### src/rtl/photonic_xbar_recirc_if.sv
// Bundles the data, configuration, pass-through and status signals of the
// photonic crossbar. The master modport is the environment (it drives ingress,
// buffer returns and configuration). The slave modport is the switch itself.
//   din_*, dfrom_buf_*      : ingress packets and OEO buffer returns
//   cfg, cfg_buf            : per-egress / per-buffer-port one-hot source select
//   req_*, grant_*          : request/grant side-band, delayed by flight time
//   dout_*, dto_buf_*       : egress packets and packets sent to the OEO buffers
//   cfg_err, drop_cnt, err_cnt : status
interface photonic_xbar_recirc_if #(
  parameter int PORTS     = 4,
  parameter int BUF_PORTS = 4,
  parameter int WIDTH     = 64
);
  logic [PORTS-1:0]                   din_valid;
  logic [PORTS*WIDTH-1:0]             din_data;
  logic [BUF_PORTS-1:0]               dfrom_buf_valid;
  logic [BUF_PORTS*WIDTH-1:0]         dfrom_buf_data;
  logic [PORTS*(PORTS+BUF_PORTS)-1:0] cfg;
  logic [BUF_PORTS*PORTS-1:0]         cfg_buf;
  logic [PORTS*8-1:0]                 req_in;
  logic [PORTS*8-1:0]                 grant_in;
  logic [PORTS*8-1:0]                 req_out;
  logic [PORTS*8-1:0]                 grant_out;
  logic [PORTS-1:0]                   dout_valid;
  logic [PORTS*WIDTH-1:0]             dout_data;
  logic [BUF_PORTS-1:0]               dto_buf_valid;
  logic [BUF_PORTS*WIDTH-1:0]         dto_buf_data;
  logic                               cfg_err;
  logic [15:0]                        drop_cnt;
  logic [15:0]                        err_cnt;

  modport master (
    output din_valid, din_data, dfrom_buf_valid, dfrom_buf_data,
           cfg, cfg_buf, req_in, grant_in,
    input  req_out, grant_out, dout_valid, dout_data,
           dto_buf_valid, dto_buf_data, cfg_err, drop_cnt, err_cnt
  );

  modport slave (
    input  din_valid, din_data, dfrom_buf_valid, dfrom_buf_data,
           cfg, cfg_buf, req_in, grant_in,
    output req_out, grant_out, dout_valid, dout_data,
           dto_buf_valid, dto_buf_data, cfg_err, drop_cnt, err_cnt
  );
endinterface

### src/rtl/photonic_xbar_recirc.sv
// Synchronous photonic crossbar with OEO recirculation. Ingress packets fly
// through a TOF-stage delay line to the switch inputs S_i. Each egress picks one
// switch input or buffer return (one-hot cfg row) and serialises it through
// SERIAL register stages. Each buffer port picks one switch input (one-hot
// cfg_buf row), bumps its hop count and forwards it, or drops it once the hop
// limit is reached. Multi-hot rows give no output, count in err_cnt and set the
// sticky cfg_err flag.
//   clk, rst_n : switch clock, asynchronous active-low reset
//   bus        : slave side of photonic_xbar_recirc_if (all data/cfg/status)
module photonic_xbar_recirc #(
  parameter int PORTS      = 4,
  parameter int BUF_PORTS  = 4,
  parameter int WIDTH      = 64,
  parameter int TOF        = 2,
  parameter int SERIAL     = 1,
  parameter int RC_W       = 2,
  parameter int MAX_RECIRC = 3
) (
  input logic                   clk,
  input logic                   rst_n,
  photonic_xbar_recirc_if.slave bus
);
  localparam int SRC = PORTS + BUF_PORTS;

  logic [PORTS-1:0]       r_dl_v   [TOF];
  logic [PORTS*WIDTH-1:0] r_dl_d   [TOF];
  logic [PORTS*8-1:0]     r_dl_req [TOF];
  logic [PORTS*8-1:0]     r_dl_gnt [TOF];

  logic [PORTS-1:0]       r_ser_v [SERIAL];
  logic [PORTS*WIDTH-1:0] r_ser_d [SERIAL];

  logic [BUF_PORTS-1:0]       r_tb_v;
  logic [BUF_PORTS*WIDTH-1:0] r_tb_d;
  logic [15:0]                r_drop_cnt;
  logic [15:0]                r_err_cnt;
  logic                       r_cfg_err;

  logic                       w_src_v [SRC];
  logic [WIDTH-1:0]           w_src_d [SRC];
  logic [PORTS-1:0]           w_eg_v;
  logic [PORTS*WIDTH-1:0]     w_eg_d;
  logic [BUF_PORTS-1:0]       w_tb_v;
  logic [BUF_PORTS*WIDTH-1:0] w_tb_d;
  logic [SRC-1:0]             w_row;
  logic [PORTS-1:0]           w_brow;
  logic [RC_W-1:0]            w_hop;
  logic [15:0]                w_err_inc;
  logic [15:0]                w_drop_inc;
  logic [16:0]                w_err_sum;
  logic [16:0]                w_drop_sum;

  // Flight delay line; the last stage is the switch input S_i.
  always_ff @(posedge clk or negedge rst_n) begin
    if (!rst_n) begin
      for (int k = 0; k < TOF; k++) begin
        r_dl_v[k]   <= '0;
        r_dl_d[k]   <= '0;
        r_dl_req[k] <= '0;
        r_dl_gnt[k] <= '0;
      end
    end else begin
      r_dl_v[0]   <= bus.din_valid;
      r_dl_d[0]   <= bus.din_data;
      r_dl_req[0] <= bus.req_in;
      r_dl_gnt[0] <= bus.grant_in;
      for (int k = 1; k < TOF; k++) begin
        r_dl_v[k]   <= r_dl_v[k-1];
        r_dl_d[k]   <= r_dl_d[k-1];
        r_dl_req[k] <= r_dl_req[k-1];
        r_dl_gnt[k] <= r_dl_gnt[k-1];
      end
    end
  end

  // Source table: delayed ingress first, undelayed buffer returns after.
  always_comb begin
    for (int i = 0; i < PORTS; i++) begin
      w_src_v[i] = r_dl_v[TOF-1][i];
      w_src_d[i] = r_dl_d[TOF-1][i*WIDTH +: WIDTH];
    end
    for (int b = 0; b < BUF_PORTS; b++) begin
      w_src_v[PORTS+b] = bus.dfrom_buf_valid[b];
      w_src_d[PORTS+b] = bus.dfrom_buf_data[b*WIDTH +: WIDTH];
    end
  end

  always_comb begin
    w_eg_v     = '0;
    w_eg_d     = '0;
    w_tb_v     = '0;
    w_tb_d     = '0;
    w_row      = '0;
    w_brow     = '0;
    w_hop      = '0;
    w_err_inc  = '0;
    w_drop_inc = '0;

    for (int o = 0; o < PORTS; o++) begin
      w_row = bus.cfg[o*SRC +: SRC];
      // x & (x-1) is non-zero exactly when more than one bit is set.
      if ((w_row & (w_row - 1'b1)) != '0) begin
        w_err_inc = w_err_inc + 16'd1;
      end else begin
        for (int s = 0; s < SRC; s++) begin
          if (w_row[s]) begin
            w_eg_v[o]                 = w_src_v[s];
            w_eg_d[o*WIDTH +: WIDTH]  = w_src_d[s];
          end
        end
      end
    end

    for (int b = 0; b < BUF_PORTS; b++) begin
      w_brow = bus.cfg_buf[b*PORTS +: PORTS];
      if ((w_brow & (w_brow - 1'b1)) != '0) begin
        w_err_inc = w_err_inc + 16'd1;
      end else begin
        for (int i = 0; i < PORTS; i++) begin
          if (w_brow[i] && w_src_v[i]) begin
            w_hop = w_src_d[i][WIDTH-1 -: RC_W];
            if (w_hop < RC_W'(MAX_RECIRC)) begin
              w_tb_v[b]                = 1'b1;
              w_tb_d[b*WIDTH +: WIDTH] = {RC_W'(w_hop + 1'b1),
                                          w_src_d[i][WIDTH-RC_W-1:0]};
            end else begin
              w_drop_inc = w_drop_inc + 16'd1;
            end
          end
        end
      end
    end
  end

  // Per-cycle increments are summed first, then clamped at all-ones.
  assign w_err_sum  = {1'b0, r_err_cnt}  + {1'b0, w_err_inc};
  assign w_drop_sum = {1'b0, r_drop_cnt} + {1'b0, w_drop_inc};

  always_ff @(posedge clk or negedge rst_n) begin
    if (!rst_n) begin
      for (int k = 0; k < SERIAL; k++) begin
        r_ser_v[k] <= '0;
        r_ser_d[k] <= '0;
      end
      r_tb_v     <= '0;
      r_tb_d     <= '0;
      r_err_cnt  <= '0;
      r_drop_cnt <= '0;
      r_cfg_err  <= 1'b0;
    end else begin
      r_ser_v[0] <= w_eg_v;
      r_ser_d[0] <= w_eg_d;
      for (int k = 1; k < SERIAL; k++) begin
        r_ser_v[k] <= r_ser_v[k-1];
        r_ser_d[k] <= r_ser_d[k-1];
      end
      r_tb_v     <= w_tb_v;
      r_tb_d     <= w_tb_d;
      r_err_cnt  <= w_err_sum[16]  ? 16'hFFFF : w_err_sum[15:0];
      r_drop_cnt <= w_drop_sum[16] ? 16'hFFFF : w_drop_sum[15:0];
      r_cfg_err  <= r_cfg_err | (w_err_inc != '0);
    end
  end

  assign bus.req_out       = r_dl_req[TOF-1];
  assign bus.grant_out     = r_dl_gnt[TOF-1];
  assign bus.dout_valid    = r_ser_v[SERIAL-1];
  assign bus.dout_data     = r_ser_d[SERIAL-1];
  assign bus.dto_buf_valid = r_tb_v;
  assign bus.dto_buf_data  = r_tb_d;
  assign bus.cfg_err       = r_cfg_err;
  assign bus.drop_cnt      = r_drop_cnt;
  assign bus.err_cnt       = r_err_cnt;
endmodule

### src/flat_wrapper.sv
// flat-port wrapper written by rule: the top's interface ports become plain ports
module photonic_xbar_recirc_flat 
#(
  parameter int PORTS      = 4,
  parameter int BUF_PORTS  = 4,
  parameter int WIDTH      = 64,
  parameter int TOF        = 2,
  parameter int SERIAL     = 1,
  parameter int RC_W       = 2,
  parameter int MAX_RECIRC = 3
)
  (clk, rst_n, bus_din_valid, bus_din_data, bus_dfrom_buf_valid, bus_dfrom_buf_data, bus_cfg, bus_cfg_buf, bus_req_in, bus_grant_in, bus_req_out, bus_grant_out, bus_dout_valid, bus_dout_data, bus_dto_buf_valid, bus_dto_buf_data, bus_cfg_err, bus_drop_cnt, bus_err_cnt);
  photonic_xbar_recirc_if #(.PORTS(PORTS), .BUF_PORTS(BUF_PORTS), .WIDTH(WIDTH)) bus_i ();
  input logic clk;
  input logic rst_n;
  input wire logic [$bits(bus_i.din_valid)-1:0] bus_din_valid;
  input wire logic [$bits(bus_i.din_data)-1:0] bus_din_data;
  input wire logic [$bits(bus_i.dfrom_buf_valid)-1:0] bus_dfrom_buf_valid;
  input wire logic [$bits(bus_i.dfrom_buf_data)-1:0] bus_dfrom_buf_data;
  input wire logic [$bits(bus_i.cfg)-1:0] bus_cfg;
  input wire logic [$bits(bus_i.cfg_buf)-1:0] bus_cfg_buf;
  input wire logic [$bits(bus_i.req_in)-1:0] bus_req_in;
  input wire logic [$bits(bus_i.grant_in)-1:0] bus_grant_in;
  output wire logic [$bits(bus_i.req_out)-1:0] bus_req_out;
  output wire logic [$bits(bus_i.grant_out)-1:0] bus_grant_out;
  output wire logic [$bits(bus_i.dout_valid)-1:0] bus_dout_valid;
  output wire logic [$bits(bus_i.dout_data)-1:0] bus_dout_data;
  output wire logic [$bits(bus_i.dto_buf_valid)-1:0] bus_dto_buf_valid;
  output wire logic [$bits(bus_i.dto_buf_data)-1:0] bus_dto_buf_data;
  output wire logic [$bits(bus_i.cfg_err)-1:0] bus_cfg_err;
  output wire logic [$bits(bus_i.drop_cnt)-1:0] bus_drop_cnt;
  output wire logic [$bits(bus_i.err_cnt)-1:0] bus_err_cnt;
  assign bus_i.din_valid = bus_din_valid;
  assign bus_i.din_data = bus_din_data;
  assign bus_i.dfrom_buf_valid = bus_dfrom_buf_valid;
  assign bus_i.dfrom_buf_data = bus_dfrom_buf_data;
  assign bus_i.cfg = bus_cfg;
  assign bus_i.cfg_buf = bus_cfg_buf;
  assign bus_i.req_in = bus_req_in;
  assign bus_i.grant_in = bus_grant_in;
  assign bus_req_out = bus_i.req_out;
  assign bus_grant_out = bus_i.grant_out;
  assign bus_dout_valid = bus_i.dout_valid;
  assign bus_dout_data = bus_i.dout_data;
  assign bus_dto_buf_valid = bus_i.dto_buf_valid;
  assign bus_dto_buf_data = bus_i.dto_buf_data;
  assign bus_cfg_err = bus_i.cfg_err;
  assign bus_drop_cnt = bus_i.drop_cnt;
  assign bus_err_cnt = bus_i.err_cnt;
  photonic_xbar_recirc #(.PORTS(PORTS), .BUF_PORTS(BUF_PORTS), .WIDTH(WIDTH), .TOF(TOF), .SERIAL(SERIAL), .RC_W(RC_W), .MAX_RECIRC(MAX_RECIRC)) u_core (.clk(clk), .rst_n(rst_n), .bus(bus_i));
endmodule
### config.mk
export PLATFORM = sky130hd
export DESIGN_NAME = photonic_xbar_recirc_flat
export DESIGN_NICKNAME = d
export VERILOG_FILES = /design/src/rtl/photonic_xbar_recirc_if.sv /design/src/rtl/photonic_xbar_recirc.sv /design/src/flat_wrapper.sv
export SDC_FILE = /design/constraint.sdc
export NUM_CORES = 2
export LEC_CHECK = 0
export ABC_AREA = 1
export BUFFER_PORTS_ARGS = -buffer_cell sky130_fd_sc_hd__buf_2
export CAP_MARGIN = 20
export CORE_AREA = 2 2 488 490
export CTS_CLUSTER_DIAMETER = 80
export DETAILED_ROUTE_END_ITERATION = 10
export DIE_AREA = 0 0 490 492
export SLEW_MARGIN = 10
export SYNTH_ARGS = -nofsm -noshare
export SYNTH_HDL_FRONTEND = slang
export SYNTH_SLANG_ARGS = --single-unit
export TNS_END_PERCENT = 20
### constraint.sdc
create_clock -name clk -period 29.7 [get_ports clk]
set_input_delay 2.97 -clock clk [delete_from_list [all_inputs] [get_ports clk]]
set_output_delay 2.97 -clock clk [all_outputs]
set_load 0.05 [all_outputs]
== Yosys cells after proc, flatten, opt, wreduce, memory -nomap -nowiden ==
Index checks and enable logic that the tools add are counted.

* Word-level logic and storage cells: 285
* Flip-flop bits (word level): 1,201
* Input port bits: 634

* Bitwise operators: 9
* Mux-type cells: 196
* Magnitude comparators: 4
* Add/sub/neg operators: 36
* Reduce and logical (&&, ||, !) cells: 25

{| class="wikitable"
|+ Operators by type and width
! operator !! number
|-
| two-way mux 64 bit || 69
|-
| two-way mux 16 bit || 56
|-
| adder 16 x 1 -> 16 bit (second input constant) || 21
|-
| two-way mux 1 bit || 71
|-
| adder 16 x 16 -> 17 bit || 2
|-
| bitwise AND 8 bit || 4
|-
| nonzero test 8 bit || 4
|-
| subtractor 8 x 1 -> 8 bit (second input constant) || 4
|-
| bitwise AND 4 bit || 4
|-
| logical AND 1 bit || 16
|-
| nonzero test 16 bit || 1
|-
| nonzero test 4 bit || 4
|-
| subtractor 4 x 1 -> 4 bit (second input constant) || 4
|-
| adder 2 x 1 -> 2 bit (second input constant) || 4
|-
| less-than comparator 2 bit (second input constant) || 4
|-
| adder 1 x 1 -> 2 bit (second input constant) || 1
|-
| bitwise OR 1 bit || 1
|}

== Longest topological paths before layout ==
* Depth in word-level cells: 66
* Depth in mapped cells: 91

== Worst setup path before layout ==
No wires, ideal clock.

* Path type: input to register
* From: input port bus_cfg_buf[0]
* To: register u_core.r_drop_cnt[0] (netlist: u_core.bus.drop_cnt[0])
* Data required time: 29,566 ps
* Setup slack: 16,143 ps
* Data arrival time: 13,423 ps
* Path buffers: 1
* Setup time: 134 ps
* Stages on the path: 84
* Path through: nand3_1 > inv_1 > ha_1 > inv_1 > nand3_1 > nand2_1 > inv_1 > ha_1 > nand2_1 > nand2_1 > ha_1 > inv_1 > nand3_1 > nand2_1 > inv_1 > nand2_1 > inv_2 > ha_1 > [... 48 more ...] > inv_1 > o21ai_0 > nand2_1 > a21oi_1 > nor2_1 > nor2_1 > o21ai_0 > a21oi_1 > o21bai_1 > nand2_1 > nand2_1 > a21oi_1 > o21ai_0 > nand2_1 > nand2_1 > a21oi_1 > clkbuf_1 > nand2_1

* Cells in the longest elaborated chain, start to end: 65

{| class="wikitable"
|+ Ends and longest elaborated chain
! item !! RTL line !! source
|-
| start: declaration || flat_wrapper.sv:21 || <nowiki>input wire logic [$bits(bus_i.cfg_buf)-1:0] bus_cfg_buf;</nowiki>
|-
| logical AND 1 bit || photonic_xbar_recirc.sv:120 || <nowiki>if (w_brow[i] && w_src_v[i]) begin</nowiki>
|-
| two-way mux 16 bit || photonic_xbar_recirc.sv:120 ||
|-
| two-way mux 16 bit || photonic_xbar_recirc.sv:116 || <nowiki>if ((w_brow & (w_brow - 1'b1)) != '0) begin</nowiki>
|-
| adder 16 x 1 -> 16 bit || photonic_xbar_recirc.sv:127 || <nowiki>w_drop_inc = w_drop_inc + 16'd1;</nowiki>
|-
| two-way mux 16 bit || photonic_xbar_recirc.sv:122 || <nowiki>if (w_hop < RC_W'(MAX_RECIRC)) begin</nowiki>
|-
| two-way mux 16 bit || photonic_xbar_recirc.sv:120 ||
|-
| two-way mux 16 bit || photonic_xbar_recirc.sv:116 ||
|-
| adder 16 x 1 -> 16 bit || photonic_xbar_recirc.sv:127 ||
|-
| [... 49 more ...] || -- ||
|-
| two-way mux 16 bit || photonic_xbar_recirc.sv:120 ||
|-
| two-way mux 16 bit || photonic_xbar_recirc.sv:116 ||
|-
| adder 16 x 1 -> 16 bit || photonic_xbar_recirc.sv:127 ||
|-
| two-way mux 16 bit || photonic_xbar_recirc.sv:122 ||
|-
| two-way mux 16 bit || photonic_xbar_recirc.sv:120 ||
|-
| two-way mux 16 bit (*) || photonic_xbar_recirc.sv:116 ||
|-
| adder 16 x 16 -> 17 bit (*) || photonic_xbar_recirc.sv:137 || <nowiki>assign w_drop_sum = {1'b0, r_drop_cnt} + {1'b0, w_drop_inc};</nowiki>
|-
| two-way mux 16 bit (*) || photonic_xbar_recirc.sv:160 || <nowiki>r_drop_cnt <= w_drop_sum[16] ? 16'hFFFF : w_drop_sum[15:0];</nowiki>
|-
| end signal: assignment || photonic_xbar_recirc.sv:160 ||
|-
| end: declaration || photonic_xbar_recirc.sv:35 || <nowiki>logic [15:0] r_drop_cnt;</nowiki>
|}

Every way passes the cells marked *; elsewhere a longest branch is shown, timed or not. The select of a mux whose other input is x is not followed.

== Worst setup path after layout ==
* From: input port bus_cfg_buf[0]
* To: register u_core.r_drop_cnt[2] (netlist: u_core.bus.drop_cnt[2])

The elaborated chain is that of the path after synthesis.

==> results.cfg <==
[sta]
maxSlewHeadroom = 0.116
finalHoldViolCount = 0
period_minus_slack_ns = 14.54
fmax_mhz = 68.8
worst_slew_pin_slew_ns = 1.32
slew_viol_final = 0
timing.setup.tns_ns = 0
clock_skew_ns = 0.0752
finalSetupViolCount = 0
hold_ws_ns = 0.328
fin_crit_sh = 0.489
rsz0062_at_grt = no

[clock_network]
root_buffer = clkbuf_16
cts_tree = yes
cts_sinks = 1201
postCtsSetupBuffers = 0
clock_path_buffers = 3
cts_buffers = 150
post_cts_resized = 0
clk_pin_slew_ns = 0.06
clk_latency_ns = 0.89
cts_htree_levels = 4
cts_hold_buf = 0

[global_route]
grt_pass1_wl_um = 582000
overflow = 0
first_global_vias = 63373
grt_usage = 0.351
grt_max_degree = 160
antenna_found_initial = 199

[die]
rows = 179
ios = 1251
die_w_um = 490
core_area_um2 = 236000
die_h_um = 492
die_area_um2 = 241000
start_util = 0.261

[setup_path]
required_ns = 30.42
ff2ff_path_depth = 85
crit_slowest_cell = fa_1
criticalPathCategory = primary input to flop
arrival_ns = 15.25
critPathMaxStageDelay_ns = 0.46
cp_max_fo = 12
end_kind = flop
cp_common_cell = nand2_1
cp-start-kind = primary input

[final_layout]
fin_util = 0.321
fillCellCount = 24978
drive_above_1_share = 0.205
area_growth_pct = 22.9
nets = 9219

[placed_design]
routabilityCongestion = 0.990
port_buffers = 1250
dp_hpwl_um = 328000

[synthesis]
ys_ff_latch = 1201
synthCells = 7721
synth.avg_cell_area_um2 = 7.98
netlist_area_um2 = 61600
synthArstFlopShare = 1.00
synth.top_cells.by_area = dfrtp_1 49%, o21ai_0 13%, a21oi_1 8.2%
ys_top_cells_by_count = 1,574 x o21ai_0, 1,314 x nand2_1, 1,201 x dfrtp_1
ys_warn_count = 0
yosys.area.top_type_share = 0.488
ys.flop_type = dfrtp_1
yosysUniqueCellTypes = 57
synth-edff-count = 0
seq_area_frac_synth = 0.488
synth_top_area_cell = dfrtp_1
synth.most_common_cell = o21ai_0

[detailed_routing]
drc = 0
wirelength_um = 439000
drtIter0Drc = 10117
num_vias = 67863
dr.pass1.iters = 9
viasPerCell = 5.70
routedWlPerCell_um = 36.9
ant_nets = 0

[status]
outcome = completed

[job]
maxCapViolCount = 0

[power_and_ir_drop]
leakage_nw = 35.7
power_mw = 4.88
pwr_density_cell_nw_per_um2 = 64.5
peakVddDrop_v = 0.0000599

[worst_hold_path]
hold_class = flop to flop
holdPathStages = 0
worst max-delay path, delay by kind of cell:
kind / cells / cell delay [ns]
fa+ha+maj: 16 / 4.57
simple gates: 36 / 4.13
compound gates: 15 / 2.15
buf+inv: 18 / 1.38
power breakdown:
part	internal (mW)	switching, mW	total, mW
Sequential	1.73	0.0891	1.82
Combinational	0.248	0.854	1.10
Clock	1.12	0.839	1.96
Total	3.10	1.78	4.88
final timing paths:
| path | start | endpoint | slack (ns) |
|---|---|---|---|
| worst min register to register | u_core.r_dl_d[362] | u_core.r_dl_d[106] | 0.33 |
| max in group asynchronous | rst_n | u_core.r_dl_d[479] | 23.83 |
| worst min-delay path | u_core.r_dl_d[362] | u_core.r_dl_d[106] | 0.33 |
| worst max-delay path | bus_cfg_buf[0] | u_core.bus.drop_cnt[2] | 15.16 |
| min in group asynchronous | rst_n | u_core.bus.dto_buf_data[247] | 2.04 |
| worst max register to register | u_core.r_dl_d[62] | u_core.bus.drop_cnt[2] | 16.35 |
layout by cell type, fill, tap and decap left out, types with 11 or more instances in the layout:
cell type	n
o21ai_0	1574
nand2_1	1305
buf_2	1224
dfrtp_1	1201
a21oi_1	1005
inv_1	492
nor2_1	345
a221oi_1	210
nand3_1	153
clkbuf_16	150
buf_4	138
a31oi_1	121
o22ai_1	94
diode_2	93
o211ai_1	61
nor3_1	52
ha_1	48
o31ai_1	45
o32ai_1	42
inv_2	41
nand2_2	32
clkbuf_8	23
clkinv_2	19
buf_6	18
xor2_1	15
nand3_2	15
nor4_1	14
conb_1	14
clkbuf_1	14
nand4_1	13
nor2_4	13
bufinv_16	13
inv_6	12
xnor2_1	11
area by class of cell:
class	instances	area (µm²)	area share
sequential	1201	30100	0.397
multi-input combinational	5255	26600	0.352
timing repair buffer	1389	7550	0.0997
clock buffer	187	4120	0.0544
tap	3167	3960	0.0523
inverter	536	2020	0.0266
clock inverter	82	1160	0.0153
antenna	93	233	0.00307
layer usage:
| layer | vias to the layer above | wire length [µm] | GRT usage | part of all wire |
|---|---|---|---|---|
| met5 | - | 828 | 0 | 0.0019 |
| met4 | 124 | 35100 | 0.235 | 0.080 |
| met3 | 1168 | 49500 | 0.120 | 0.11 |
| met2 | 5139 | 184000 | 0.511 | 0.42 |
| met1 | 33187 | 170000 | 0.437 | 0.39 |
| li1 | 28245 | - | - | - |
through the flow:
stage / std cells / setup slack [ns] / area, µm²
2_1_floorplan: 7734 / 16.14 / 61700
3_3_place_gp: 11536 / 13.72 / 70100
3_5_place_dp: 11540 / 13.83 / 70100
4_1_cts: 11809 / 14.72 / 75400
5_1_grt: 11860 / 13.96 / 75600
6_report: 11910 / 15.16 / 75700
kinds of logic (layout without fill, tap and decap cells):
family                   count (synthesis)  after routing  synth area share
AO/OA/AOI/OAI                         3189           3189             0.285
AND/OR/NAND/NOR                       1970           1970             0.129
buffers and inverters                 1278           2194            0.0830
flip-flops                            1201           1201             0.488
adder cells (fa/ha/maj)                 55             55            0.0113
XOR/XNOR                                26             26           0.00370
other                                    1            107         0.0000609
multiplexers                             1              1          0.000162
sequential cells by signal, indices dropped and copies added, names as in the netlist:
signal and flops:
u_core.bus.req_out 32, u_core.bus.grant_out 32, u_core.bus.dto_buf_valid 4, u_core.bus.drop_cnt 16, u_core.bus.dout_valid 4, u_core.r_dl_v 8
u_core.bus.dout_data 256, u_core.bus.cfg_err 1, u_core.bus.err_cnt 16, u_core.r_dl_req 32, u_core.r_dl_d 512, u_core.r_dl_gnt 32
u_core.bus.dto_buf_data 256
No activity file was read; power rests on OpenSTA's default activity.
